--- src/rtl/bcd_to_bin_seq_pkg.sv ---
// Shared types and constants for the sequential BCD-to-binary converter.
// Also holds the digit validity helper used when a conversion is requested.
package bcd_conv_pkg;

  typedef enum logic [1:0] {
    IDLE  = 2'd0,
    SHIFT = 2'd1,
    DONE  = 2'd2
  } state_e;

  localparam int NIBBLE_W    = 4;
  localparam int BCD_MAX     = 9;
  localparam int CORR_THRESH = 8;
  localparam int CORR_SUB    = 3;

  // The helper takes a fixed-width word; callers zero-extend their operand.
  // Zero nibbles are valid, so the padding never causes a rejection.
  localparam int MAX_DIGITS  = 8;
  localparam int BCD_WORD_W  = NIBBLE_W * MAX_DIGITS;

  // Returns 1 when every nibble of the word is a legal decimal digit (0..9).
  function automatic logic bcd_valid(input logic [BCD_WORD_W-1:0] word);
    logic ok;
    ok = 1'b1;
    for (int i = 0; i < MAX_DIGITS; i++) begin
      if (word[i*NIBBLE_W +: NIBBLE_W] > NIBBLE_W'(BCD_MAX)) begin
        ok = 1'b0;
      end else begin
        ok = ok;
      end
    end
    return ok;
  endfunction

endpackage

--- src/rtl/bcd_to_bin_seq_if.sv ---
// Request/result bundle of the BCD-to-binary converter.
// master = requester (keypad/switch side), slave = converter.
interface bcd_to_bin_seq_if
  import bcd_conv_pkg::*;
#(
  parameter int DIGITS = 3,
  parameter int BIN_W  = 10
);

  logic                         start;
  logic [NIBBLE_W*DIGITS-1:0]   bcd_in;
  logic                         ready;
  logic                         done;
  logic [BIN_W-1:0]             bin_out;
  logic                         err;

  modport master (
    output start,
    output bcd_in,
    input  ready,
    input  done,
    input  bin_out,
    input  err
  );

  modport slave (
    input  start,
    input  bcd_in,
    output ready,
    output done,
    output bin_out,
    output err
  );

endinterface

--- src/rtl/bcd_to_bin_seq_digit_corr.sv ---
// Per-digit correction of reverse double dabble: after the right shift a
// digit that reached 8 or more carried a half-ten from the digit above,
// so 3 is taken off to bring it back to a legal BCD value.
module bcd_digit_corr
  import bcd_conv_pkg::*;
(
  input  logic [NIBBLE_W-1:0] d,
  output logic [NIBBLE_W-1:0] q
);

  // Conditional subtract of 3 for digits >= 8, otherwise pass through.
  always_comb begin
    q = d;
    if (d >= NIBBLE_W'(CORR_THRESH)) begin
      q = d - NIBBLE_W'(CORR_SUB);
    end else begin
      q = d;
    end
  end

endmodule

--- src/rtl/bcd_to_bin_seq.sv ---
// Sequential BCD-to-binary converter (reverse double dabble).
// One shift-and-correct step per clock; BIN_W steps per conversion.
// Operands with a non-decimal nibble are rejected immediately with err=1.
module bcd_to_bin_seq
  import bcd_conv_pkg::*;
#(
  parameter int DIGITS = 3,
  parameter int BIN_W  = 10
)(
  input  logic               clk,
  input  logic               rst,
  bcd_to_bin_seq_if.slave    bus
);

  localparam int BCD_W = NIBBLE_W * DIGITS;
  localparam int CNT_W = $clog2(BIN_W + 1);

  state_e             state_r;
  state_e             state_nx_s;
  logic [BCD_W-1:0]   bcd_r;
  logic [BIN_W-1:0]   bin_r;
  logic [CNT_W-1:0]   cnt_r;
  logic [BIN_W-1:0]   bin_out_r;
  logic               err_r;
  logic               ready_r;
  logic               done_r;

  logic [BCD_WORD_W-1:0] bcd_word_s;
  logic                  valid_s;
  logic [BCD_W-1:0]      bcd_shift_s;
  logic [BCD_W-1:0]      bcd_corr_s;
  logic [BIN_W-1:0]      bin_shift_s;
  logic                  last_step_s;
  logic                  load_s;
  logic                  shift_s;
  logic                  fin_ok_s;
  logic                  fin_err_s;

  // Operand validity is judged on the raw input at the accepting edge.
  assign bcd_word_s = BCD_WORD_W'(bus.bcd_in);
  assign valid_s    = bcd_valid(bcd_word_s);

  // The combined {bcd, bin} register moves right by one: bcd LSB feeds bin MSB.
  assign bcd_shift_s = {1'b0, bcd_r[BCD_W-1:1]};
  assign bin_shift_s = {bcd_r[0], bin_r[BIN_W-1:1]};
  assign last_step_s = (cnt_r == CNT_W'(BIN_W - 1));

  // One correction unit per digit; no borrow crosses digit boundaries.
  for (genvar g = 0; g < DIGITS; g++) begin : g_corr
    bcd_digit_corr u_corr (
      .d (bcd_shift_s[g*NIBBLE_W +: NIBBLE_W]),
      .q (bcd_corr_s[g*NIBBLE_W +: NIBBLE_W])
    );
  end

  // Next-state and datapath control decode.
  always_comb begin
    state_nx_s = state_r;
    load_s     = 1'b0;
    shift_s    = 1'b0;
    fin_ok_s   = 1'b0;
    fin_err_s  = 1'b0;
    case (state_r)
      IDLE: begin
        if (bus.start) begin
          if (valid_s) begin
            load_s     = 1'b1;
            state_nx_s = SHIFT;
          end else begin
            fin_err_s  = 1'b1;
            state_nx_s = DONE;
          end
        end else begin
          state_nx_s = IDLE;
        end
      end
      SHIFT: begin
        shift_s = 1'b1;
        if (last_step_s) begin
          fin_ok_s   = 1'b1;
          state_nx_s = DONE;
        end else begin
          state_nx_s = SHIFT;
        end
      end
      DONE: begin
        state_nx_s = IDLE;
      end
      default: begin
        state_nx_s = IDLE;
      end
    endcase
  end

  // State register; reset aborts any conversion in flight.
  always_ff @(posedge clk or posedge rst) begin
    if (rst) begin
      state_r <= IDLE;
    end else begin
      state_r <= state_nx_s;
    end
  end

  // Handshake outputs registered from the next state so they match it exactly.
  always_ff @(posedge clk or posedge rst) begin
    if (rst) begin
      ready_r <= 1'b1;
      done_r  <= 1'b0;
    end else begin
      ready_r <= (state_nx_s == IDLE);
      done_r  <= (state_nx_s == DONE);
    end
  end

  // Working shift register and step counter.
  always_ff @(posedge clk or posedge rst) begin
    if (rst) begin
      bcd_r <= {BCD_W{1'b0}};
      bin_r <= {BIN_W{1'b0}};
      cnt_r <= {CNT_W{1'b0}};
    end else if (load_s) begin
      bcd_r <= bus.bcd_in;
      bin_r <= {BIN_W{1'b0}};
      cnt_r <= {CNT_W{1'b0}};
    end else if (shift_s) begin
      bcd_r <= bcd_corr_s;
      bin_r <= bin_shift_s;
      cnt_r <= cnt_r + CNT_W'(1);
    end else begin
      bcd_r <= bcd_r;
      bin_r <= bin_r;
      cnt_r <= cnt_r;
    end
  end

  // Result registers: updated only on the edge that enters DONE.
  always_ff @(posedge clk or posedge rst) begin
    if (rst) begin
      bin_out_r <= {BIN_W{1'b0}};
      err_r     <= 1'b0;
    end else if (fin_ok_s) begin
      bin_out_r <= bin_shift_s;
      err_r     <= 1'b0;
    end else if (fin_err_s) begin
      bin_out_r <= {BIN_W{1'b0}};
      err_r     <= 1'b1;
    end else begin
      bin_out_r <= bin_out_r;
      err_r     <= err_r;
    end
  end

  assign bus.ready   = ready_r;
  assign bus.done    = done_r;
  assign bus.bin_out = bin_out_r;
  assign bus.err     = err_r;

endmodule
--- src/flat_wrapper.sv ---
// flat-port wrapper written by rule: the top's interface ports become plain ports
module bcd_to_bin_seq_flat import bcd_conv_pkg::*;
#(
  parameter int DIGITS = 3,
  parameter int BIN_W  = 10
)
  (clk, rst, bus_start, bus_bcd_in, bus_ready, bus_done, bus_bin_out, bus_err);
  bcd_to_bin_seq_if #(.DIGITS(DIGITS), .BIN_W(BIN_W)) bus_i ();
  input  logic clk;
  input  logic rst;
  input wire logic [$bits(bus_i.start)-1:0] bus_start;
  input wire logic [$bits(bus_i.bcd_in)-1:0] bus_bcd_in;
  output wire logic [$bits(bus_i.ready)-1:0] bus_ready;
  output wire logic [$bits(bus_i.done)-1:0] bus_done;
  output wire logic [$bits(bus_i.bin_out)-1:0] bus_bin_out;
  output wire logic [$bits(bus_i.err)-1:0] bus_err;
  assign bus_i.start = bus_start;
  assign bus_i.bcd_in = bus_bcd_in;
  assign bus_ready = bus_i.ready;
  assign bus_done = bus_i.done;
  assign bus_bin_out = bus_i.bin_out;
  assign bus_err = bus_i.err;
  bcd_to_bin_seq #(.DIGITS(DIGITS), .BIN_W(BIN_W)) u_core (.clk(clk), .rst(rst), .bus(bus_i));
endmodule
--- config.mk ---
export PLATFORM = sky130hd
export DESIGN_NAME = bcd_to_bin_seq_flat
export DESIGN_NICKNAME = d
export VERILOG_FILES = /design/src/rtl/bcd_to_bin_seq_pkg.sv /design/src/rtl/bcd_to_bin_seq_if.sv /design/src/rtl/bcd_to_bin_seq_digit_corr.sv /design/src/rtl/bcd_to_bin_seq.sv /design/src/flat_wrapper.sv
export SDC_FILE = /design/constraint.sdc
export NUM_CORES = 1
export LEC_CHECK = 0
export CAP_MARGIN = 20
export CORE_MARGIN = 1
export CORE_UTILIZATION = 36
export DETAILED_ROUTE_END_ITERATION = 10
export SYNTH_ARGS = -nofsm -noshare
export SYNTH_HDL_FRONTEND = slang
export SYNTH_SLANG_ARGS = --single-unit
--- constraint.sdc ---
create_clock -name clk -period 2.8 [get_ports clk]
set_clock_uncertainty 0.05 [all_clocks]
set_input_delay 0.42 -clock clk [delete_from_list [all_inputs] [get_ports clk]]
set_output_delay 0.42 -clock clk [all_outputs]
set_load 0.05 [all_outputs]
==> run summary, run 1 <==
For the number of pins exceeding their max-slew limit in the final report, the log shows 0. The commonest cells after synthesis are dfrtp_1 (39), nand2_1 (25), o21ai_1 (18). The combined global-route utilization of all metal layers is 0.146. Entering global routing, the biggest net connects 41 pins. The time the worst path needs with I/O delays and setup works out to 2.06 ns. Max-cap violations in this run came to 0. The post-route fraction of the period consumed by the critical path was 0.736. In this run the worst setup path begins at u_core.bus.ready. After synthesis the netlist holds a flip-flop and latch count of 40. The logs give 0.714 for the final weighted congestion of routability-driven global placement and 1.59 ns for the worst endpoint data arrival time. The sequential element share of the synthesized area is 0.471.

In this run the worst hold path is classified as flip-flop to flip-flop. The cell count after synthesis came out at 183. Leakage power summed over all cells: 1.15 nW.

The largest single stage delay on the critical path is 0.79 ns. By area the synthesized netlist is led by dfrtp_1 (46%), mux2_4 (8.5%), o2bb2ai_2 (7.1%). The start of the worst register-to-register path is u_core.state_r[0].

Before CTS, the worst setup slack after placement is 0.520 ns. Pin placement for this block handled 28 I/O pins. The first-pass GRT wire length came out at 7020 um. The post-synthesis async set-or-reset flop share was 1.00.

The detailed router finished its first iteration with 30 violations. The run finished with clean final reports. After detailed routing, the average wire length per cell comes to 13.5 um.

Before antenna repair, the detailed router went through 4 iterations. The slowest stage of the critical path belongs to the cell clkdlybuf4s50_1. Clock share of power: 0.172. Prevailing post-synth register cell: dfrtp_1. After global routing the overflow that remains totals 0. From synthesis to final layout, the design area changed by 19.7%. Combinational group share of total power: 0.393.

Buffers inserted during clock tree synthesis total 5. The tools report the final hold slack as 0.443 ns. For the pin with the worst max-slew slack, the measured transition is 0.554 ns. The internal power of the cells totals 1.43 mW. The synthesized area per cell is 11.6 um^2, and the count of cells resized by post-cts repair is 0.

The number of buffer and inverter stages on the critical path is 1. Net switching component of the power: 0.810 mW. Number of placed instances, taps included: 277.

The filler cells instantiated in the layout total 577. The run gives 0 as the quantity of hold-fixing buffers added after cts. The H-tree was split into 2 levels. The final hold violation count was 0. Standard-cell row count: 27.

The highest fanout seen on the critical path is 1. In this run the cell area of the synthesized design comes to 2130 um^2. The tools report the initial core utilization as 0.379. The sort of element at the start of the critical path was a flip-flop. The net count of the finished layout was 233; the number of antenna repair diodes was 0. The biggest area consumer among synthesized cells was dfrtp_1. The logs give 2 for the maximum buffer depth of the clock tree and 0 for the number of antenna violations at the first check in global routing. STA classifies the critical path endpoint as an output pin. The number of global-route vias before repair was 1462; the fraction of power spent switching nets was 0.362. The tools report the clock insertion delay at the later pin of the skew report as 0.28 ns. The tree built by TritonCTS fans out to 40 sinks.

Once layout is complete, the cells apart from fillers number 285. Summed over all failing endpoints, the final setup total negative slack is 0 ns. Summed over all nets, the half-perimeter wirelength after detailed placement is 2630 um. Die outline area: 6220 um^2.

The worst-case headroom to the max-slew limit came out at 0.631. For the total routed wirelength, the log shows 3860 um. Ratio of total power to cell area: 880 nW/um^2. The tools report the part of the total power dissipated in sequential elements as 0.434. The core region is 5610 um^2.

The run gives 1392 as the vias after detailed routing. Input and output buffers added on the ports amount to 27. Setup repair after global routing left no endpoint under its margin. Data on the critical path is required at its endpoint by 2.33 ns. Among cell families on the critical path, the largest total delay comes from buffers and inverters. The tools report the root buffer selected by CTS as clkbuf_8. Synthesis produced a netlist with a net count of 204.

The critical path in this run is classified as flip-flop to output pin. The final count of negative-setup-slack endpoints was 0. The synthesized design contains 0 enable-type register cells. Using the TritonRoute via totals, the vias-per-cell ratio works out to 4.88. The startpoint identified for the worst hold timing path is u_core.bin_r[1]. TritonCTS built the clock tree. Setup slack closes at 0.740 ns. After clock tree synthesis, the clock-pin slew on the worst setup and hold paths is 0.07 ns. The remaining number of nets flagged by the antenna check after routing came out at 0.

Traced cell by cell, the critical path runs through clkdlybuf4s50_1. The share of the synthesized area in the top cell type works out to 0.459. The share of cells above drive strength 1 was 0.202. Yosys instantiated no cell more often than dfrtp_1.

For this run, design rule violations remaining after detail routing come to 0. The unique cell type count in the Yosys netlist was 37. Static timing analysis puts the maximum clock frequency at 485 MHz. The buffers inserted during post-CTS setup optimization was 0; the chip height was 78.8 um. The die is 78.8 um wide.

The count of yosys warnings during synthesis is 0. For the highest ir drop seen on vdd, the log shows 0.322 mV.
## worst paths after layout
kind	depth (start not counted)	to	slack, ns
max	1	bus_ready	0.74
min reg2reg	1	u_core.bus.bin_out[0]	0.44
max reg2reg	3	u_core.bcd_r[0]	1.00
max in group asynchronous	3	u_core.bus.ready	1.84
min in group asynchronous	3	u_core.bcd_r[7]	0.51
min	1	u_core.bus.bin_out[0]	0.44
## layout by cell type, fill, tap and decap left out, types with 2 or more instances in the layout
cell / count
nand3b_1: 2
o221ai_1: 2
mux2i_1: 7
inv_1: 9
clkdlybuf4s50_1: 27
o21ai_0: 3
o21ai_1: 18
nand2_1: 25
nor2_1: 3
buf_4: 6
mux2_4: 12
clkbuf_8: 6
o22ai_1: 3
o21bai_1: 2
and4b_1: 2
ha_1: 6
clkbuf_1: 2
nor2b_1: 3
dfrtp_1: 39
nand2b_1: 2
o2bb2ai_2: 10
nand4_1: 2
xnor2_1: 2
or2_1: 2
o21ai_2: 3
xor2_1: 3
## area by class of cell
class / instances / area, um^2 / area share
clock buffers: 8 / 90.1 / 0.0354
inverters: 9 / 33.8 / 0.0133
multi-input cells: 122 / 1000 / 0.394
flip-flops and latches: 40 / 1000 / 0.394
well taps: 72 / 90.1 / 0.0354
repair buffers: 34 / 327 / 0.128
## logic make-up (layout without fill, tap and decap cells)
| logic type | count (synthesis) | count (layout) | share of synthesized area |
|---|---|---|---|
| buffers and inverters | 21 | 51 | 0.0577 |
| flip-flops | 40 | 40 | 0.471 |
| multiplexers | 19 | 19 | 0.118 |
| AND/OR/NAND/NOR | 49 | 49 | 0.128 |
| AO/OA/AOI/OAI | 43 | 43 | 0.169 |
| adder cells (fa/ha/maj) | 6 | 6 | 0.0353 |
| XOR/XNOR | 5 | 5 | 0.0206 |
## power by group through the flow
stage | sequential, mW | clock, mW | combinational, mW
6_report | 0.972 | 0.386 | 0.881
5_1_grt | 1.01 | 0.426 | 0.992
4_1_cts | 0.974 | 0.401 | 0.895
3_5_place_dp | 0.986 | 0 | 0.892
3_3_place_gp | 0.982 | 0 | 0.873
2_1_floorplan | 0.985 | 0 | 0.702
## through the flow
stage          power [mW]  area (um^2)  utilization
5_1_grt              2.43         2540        0.454
3_3_place_gp         1.85         2440        0.436
6_report             2.24         2540        0.454
3_5_place_dp         1.88         2450        0.438
2_1_floorplan        1.69         2130            -
4_1_cts              2.27         2540        0.454
## layer usage
metal / up-vias / wire [um] / GRT usage
li1: 699 / - / -
met5: - / 0 / 0
met4: 0 / 42 / 0.0545
met2: 27 / 1750 / 0.220
met1: 662 / 1960 / 0.207
met3: 4 / 100 / 0.0276
## registers in the layout (all words and copies together) (netlist names)
name	flops
u_core.bus.bin_out	10
u_core.state_r	2
u_core.bus.done	1
u_core.bus.ready	1
u_core.bus.err	1
u_core.bcd_r	12
u_core.cnt_r	4
u_core.bin_r	9
(Power assumes the default switching activity.)
==> inputs of run 2 (changes only) <==
==> constraint.sdc (replaced) <==
create_clock -name clk -period 1.7 [get_ports clk]
set_clock_uncertainty 0.05 [all_clocks]
set_input_delay 0.255 -clock clk [delete_from_list [all_inputs] [get_ports clk]]
set_output_delay 0.255 -clock clk [all_outputs]
set_load 0.05 [all_outputs]
==> run 2 against run 1 <==
  * Flip-flop and latch count unchanged
  * Die area unchanged
  * Clock-buffer cell count decreased by 3
  * Clock power increased by 110%
  * Routed wire length increased by 5.2%
  * Via count increased by 7.3%
  * Sequential power increased by 60%
  * Combinational power increased by 91%
==> run summary, run 2 (same netlist as run 1, synthesis figures left out) <==
The flow ran to the end, and the final reports show no timing, DRC or antenna violations. At the end of routability-driven placement, the weighted congestion stood at 0.681. The cell family with the largest share of critical-path delay is multiplexers. TritonCTS built the clock tree. The number of buffer and inverter stages on the critical path is 2, and the length of the first detailed-routing pass in iterations is 4. Traced cell by cell, the critical path runs through buf_4, nor2b_2, buf_6, mux2_4, mux2_4. The time the worst path needs with I/O delays and setup is 1.61 ns. The die covers 6220 um^2.

The classification of the worst setup path is flip-flop to flip-flop. Number of pins exceeding their max-slew limit in the final report: 0. For the worst setup path, the data required time is 1.84 ns.

The tools report the capturing element type of the critical path as a flip-flop. The area taken by flip-flops and latches was 1000 um^2; the total DRC errors in the routed layout was 0. Counting the buffers created by CTS gives 5. For this design, the slowest cell found on the critical path is dfrtp_1. The chip height was 78.8 um; the die width was 78.8 um. The HPWL reported at the end of detailed placement was 2780 um. Using the TritonRoute via totals, the vias-per-cell ratio works out to 4.91.

The transition time of the tightest slew-check pin is 0.691 ns, and the ratio of total power to cell area is 1490 nW/um^2. The routed design has 4060 um of wire. The count of max-cap constraint violations is 0. The longest clock path from root to sink contains 2 buffers.

Setup violations remaining at the end of the flow were counted as 0. The average detailed-routed wire length per instance is 13.3 um, and the core region area is 5610 um^2. Clock tree synthesis found a total of 40 sinks. CTS built an H-tree with a depth of 2. The worst hold path belongs to the class primary input to async pin. The library cells used most frequently in the layout, excluding fill and tap cells, are dfrtp_1 (39), buf_4 (35), nand2_1 (25), o21ai_1 (18), clkdlybuf4s50_1 (14). Critical path's most frequent cell: mux2_4. The initial core utilization is 0.379. For the number of fill cells in the layout, the log shows 536.

u_core.bcd_r holds more flip-flops than any other register. In this run the clock root is driven by a clkbuf_8. The combined global-route utilization of all metal layers is 0.148, and the post-route standard cell area excluding fillers is 2720 um^2.

Entering global routing, the biggest net connects 41 pins. Leaving out fill and tap cells, the most frequent cell in the layout is dfrtp_1. The standard-cell row count was 27; the clock input transition at the sequential cells of the worst setup and hold paths was 0.08 ns.

Setup slack on the critical path of the routed design comes to 0.0920 ns. The final layout contains 252 nets. The routed layout has 1494 vias.

The worst-case headroom to the max-slew limit came out at 0.539. The share of cells above drive strength 1 is 0.341, and the clock insertion delay at the later pin of the skew report is 0.30 ns. Summing all placed instances gives a cell area of 2600 um^2.

Number of global-route vias before repair: 1519. On the worst path, the slowest cell contributes a delay of 0.39 ns. The highest ir drop seen on vdd was 0.628 mV; the final hold violation count was 0. The logs give 0 for the sum of overflow across all layers after global routing and 1.75 ns for the worst endpoint data arrival time. The quantity of I/O buffers inserted on ports was 27. The number of antenna diodes in the final layout is 0.

The layout overhead on the synthesized area was 28.0%; the leakage power summed over all cells was 1.29 nW. Derived from the worst setup path, the maximum achievable clock frequency is 622 MHz. 28 I/O pins were placed.

The multi-input combinational cells in the finished layout cover a total of 1010 um^2. The remaining number of nets flagged by the antenna check after routing came out at 0. For the first-pass GRT wire length, the log shows 7070 um.

The tools report the sort of element at the start of the critical path as a flip-flop. The quantity of hold-fixing buffers added after cts was 0. The overall power after layout is 4.04 mW.

The post-route fraction of the period consumed by the critical path was 0.946; the detailed router's first-iteration violation count was 95. Setup repair after global routing left no endpoint under its margin. The highest fanout seen on the critical path is 9. The flip-flop count of the largest register after layout is 12. The worst slack at placement was -0.142 ns. The tools report the number of antenna violations at the first check in global routing as 0.
run 2: cell types whose count changed in the layout (fill, tap and decap cells not counted), moves of 2 or more:
cell / before / now
buf_12: 0 / 3
buf_4: 6 / 35
clkbuf_1: 2 / 0
clkdlybuf4s50_1: 27 / 14
run 2: per-layer routing:
layer	track usage	up-vias	part of all wire
met5	0	-	0
met4	0.0491	0	0.0096
met3	0.0471	5	0.040
met2	0.254	30	0.49
met1	0.176	722	0.46
li1	-	737	-
run 2: through the flow:
step           setup TNS, ns   util  hold slack, ns  instances
2_1_floorplan              0      -           0.257        183
3_3_place_gp           -2.21  0.463           0.437        296
3_5_place_dp           -2.43  0.463           0.437        296
4_1_cts                    0  0.484           0.257        304
5_1_grt                    0  0.485           0.265        304
6_report                   0  0.485           0.250        304
run 2: cell type report:
class                           instances  area share
Clock inverter                          3      0.0170
Timing Repair Buffer                   53       0.174
Inverter                                9      0.0124
Multi-Input combinational cell        122       0.370
Sequential cell                        40       0.368
Tap cell                               72      0.0331
Clock buffer                            5      0.0253
run 2: final timing paths:
check / start / endpoint / slack (ns) / depth (start not counted)
hold reg to reg: u_core.bin_r[1] / u_core.bus.bin_out[0] / 0.45 / 1
max in group asynchronous: rst / u_core.bus.ready / 1.09 / 3
setup / recovery: u_core.state_r[1] / u_core.bcd_r[9] / 0.09 / 5
setup reg to reg: u_core.state_r[1] / u_core.bcd_r[9] / 0.09 / 5
hold / removal: rst / u_core.bcd_r[5] / 0.25 / 3
min in group clk: u_core.bin_r[1] / u_core.bus.bin_out[0] / 0.45 / 1
run 2: power breakdown:
part / leakage (nW) / internal (mW) / switching (mW)
registers: 0.520 / 1.27 / 0.283
clock network: 0.0548 / 0.442 / 0.360
logic: 0.711 / 0.889 / 0.795
total: 1.29 / 2.61 / 1.44
run 2: worst register-to-register path: cells and delay by family, from the launching register on:
| family | cells | cell delay [ns] |
|---|---|---|
| multiplexers | 2 | 0.56 |
| flip-flops | 1 | 0.39 |
| buffers and inverters | 2 | 0.34 |
| AND/OR/NAND/NOR | 1 | 0.15 |
run 2: repair_timing:
action	4_1_cts	5_1_grt
gates resized for setup	1	2
setup buffers	0	0
endpoints found under the setup margin	12	5
==> inputs of run 3 (changes only) <==
--- a/config.mk
+++ b/config.mk
@@ -6,9 +6,12 @@
 export NUM_CORES = 1
 export LEC_CHECK = 0
 export CAP_MARGIN = 20
+export CELL_PAD_IN_SITES_DETAIL_PLACEMENT = 1
+export CELL_PAD_IN_SITES_GLOBAL_PLACEMENT = 2
 export CORE_MARGIN = 1
-export CORE_UTILIZATION = 36
+export CORE_UTILIZATION = 33
 export DETAILED_ROUTE_END_ITERATION = 10
+export PLACE_DENSITY_LB_ADDON = 0.1
 export SYNTH_ARGS = -nofsm -noshare
 export SYNTH_HDL_FRONTEND = slang
 export SYNTH_SLANG_ARGS = --single-unit
==> run 3 against run 2 <==
  * Critical path depth stayed put
  * Flip-flop and latch count unchanged
  * Cell area is 0.78% higher
  * Final cell count grew 1.6%
  * Sequential power grew 4%
==> run summary, run 3 (same netlist as run 1, synthesis figures left out) <==
The run finished with clean final reports. The completed layout was analyzed and its total power is 4.17 mW. Classification of the worst setup path: flip-flop to flip-flop. In the layout the commonest cells are dfrtp_1 (39), buf_4 (38), nand2_1 (25), o21ai_1 (18), clkdlybuf4s50_1 (14). For the pin with the worst max-slew slack, the measured transition is 0.251 ns. For the worst setup path, the data required time is 1.83 ns.

Worst-case headroom to the max-slew limit: 0.830. The worst path needs 1.59 ns of the cycle, external delays included. Die outline area: 6770 um^2. Clock-pin slew was measured on the worst setup and hold paths at 0.08 ns. The fraction of power spent switching nets was 0.358. The critical path starts at u_core.state_r[0]. The run gives 40 as the clock sink count. The standard-cell row count is 28. The run gives 0 as the final hold violation count. The share of cells above drive strength 1 is 0.338, and the total internal power is 2.68 mW. After floorplanning, the core was sized to cover 6060 um^2. The combined global-route utilization of all metal layers came out at 0.169.

Post-route fraction of the period consumed by the critical path: 0.936. The final weighted congestion of routability-driven global placement was 0.773. The net count of the finished layout is 254.

Summed over all cells, the static leakage comes to 1.30 nW. The final layout contains routed wiring with a total length of 4970 um. The run gives 0 as the sum of overflow across all layers after global routing.

The total DRC errors in the routed layout is 0. The detailed router finished its first iteration with 53 violations. Maximum number of pins on one net before global-route repair: 41. The ratio of routed vias to standard cells was 4.89; the length of the first detailed-routing pass in iterations was 4. The initial core utilization was 0.351. The register with the most flip-flops in the layout has 12 of them.

The detail route stage leaves a number of antenna-violating nets equal to 0. Setup repair after global routing left no endpoint under its margin. Data arrives at the worst endpoint at 1.73 ns. u_core.bcd_r holds more flip-flops than any other register. Across all layers, the routed design uses 1510 vias. The logs give 0.645 mV for the highest ir drop seen on vdd and 0 ns for the setup TNS. Root buffer selected by CTS: clkbuf_8. The clock share of power is 0.207, and the number of fill cells in the layout is 668. The quantity of hold-fixing buffers added after cts is 0. The chip height was 82.3 um.

The run gives 28 as the I/O pin count. Before CTS, the worst setup slack after placement is -0.0973 ns. Buffers inserted during clock tree synthesis total 5. The die width works out to 82.3 um. The tools report the start of the worst register-to-register path as u_core.state_r[0]. Dividing the detail-routed wire length by the instance count gives 16.1 um. The HPWL reported at the end of detailed placement is 3660 um, and the setup slack on the worst flop-to-flop path is 0.11 ns. The logs give 0.388 for the part of the total power dissipated in sequential elements and 0.108 ns for the slack of the critical path. The tools report the number of antenna violations at the first check in global routing as 0.

The post-route standard cell area excluding fillers is 2740 um^2, and the layout overhead on the synthesized area is 29.0%. For the worst-skew pair, the clock arrives at the later sink with an insertion delay of 0.29 ns. The capturing element type of the critical path is a flip-flop. Commonest non-fill, non-tap cell in the layout: dfrtp_1. STA classifies the critical path startpoint as a flip-flop. Dividing total power by cell area gives a power density of 1520 nW/um^2. The logs give 0 for the number of pins exceeding their max-slew limit in the final report and 1653 for the number of global-route vias before repair.

The tools report the first-pass GRT wire length as 8310 um. The count of cells resized by post-cts repair was 0; the maximum buffer depth of the clock tree was 2. The tools report the count of max-cap constraint violations as 0. The H-tree was split into 2 levels. The path class of the tightest hold or removal check is primary input to async pin. The logs give 0.406 for the combinational group share of total power and 1.49 mW for the net switching component of the power. During placement, the flow inserted port buffers numbering 27. The instance area after placement is 2620 um^2. The number of antenna repair diodes was 0; the final count of negative-setup-slack endpoints was 0. The logs give 0 for the buffers inserted during post-CTS setup optimization and 628 MHz for the maximum achievable frequency. Highest fanout seen on the critical path: 13.

TritonCTS built the clock tree.
[run 3: cell count changes in the layout (fill, tap and decap cells not counted), sizes merged]
cell      delta
buf          +2
clkbuf       +2
inv          -1
clkinvlp     -1
[run 3: power groups by stage]
stage / Clock (mW) / Combinational [mW] / Sequential [mW]
floorplan: 0 / 1.16 / 1.62
global placement: 0 / 1.64 / 1.60
detailed placement: 0 / 1.71 / 1.63
CTS: 0.895 / 1.72 / 1.61
global route: 0.932 / 1.88 / 1.66
finish: 0.861 / 1.69 / 1.62
[run 3: worst paths after layout]
check                                         to  cells after the start
setup / recovery           u_core.bus.bin_out[5]                      5
max in group asynchronous       u_core.bus.ready                      3
setup reg to reg           u_core.bus.bin_out[5]                      5
min in group clk           u_core.bus.bin_out[0]                      1
hold / removal                   u_core.cnt_r[0]                      3
hold reg to reg            u_core.bus.bin_out[0]                      1
[run 3: critical path: stages, from the launching register on]
cell	delay (ns)
dfrtp_1	0.42
buf_4	0.17
or3b_1	0.41
a31oi_4	0.19
buf_12	0.17
o2bb2ai_2	0.06
[run 3: final cells by class]
class / instances / area (um^2) / share of cell area
sequential: 40 / 1000 / 0.365
inverter: 9 / 33.8 / 0.0123
timing repair buffer: 55 / 485 / 0.177
tap: 75 / 93.8 / 0.0342
clock buffer: 7 / 96.3 / 0.0351
clock inverter: 1 / 30.0 / 0.0109
multi-input combinational: 122 / 1000 / 0.365
[run 3: metrics by stage]
stage	hold WS, ns	instances	util
finish	0.271	309	0.453
global route	0.293	309	0.453
CTS	0.271	309	0.453
detailed placement	0.443	301	0.432
global placement	0.436	301	0.432
floorplan	0.257	183	-
[run 3: layer usage]
metal	track usage	share of wire	vias up
met3	0.0297	0.026	8
met1	0.223	0.47	744
met4	0.0684	0.015	0
met2	0.274	0.49	24
met5	0	0	-
li1	-	-	734
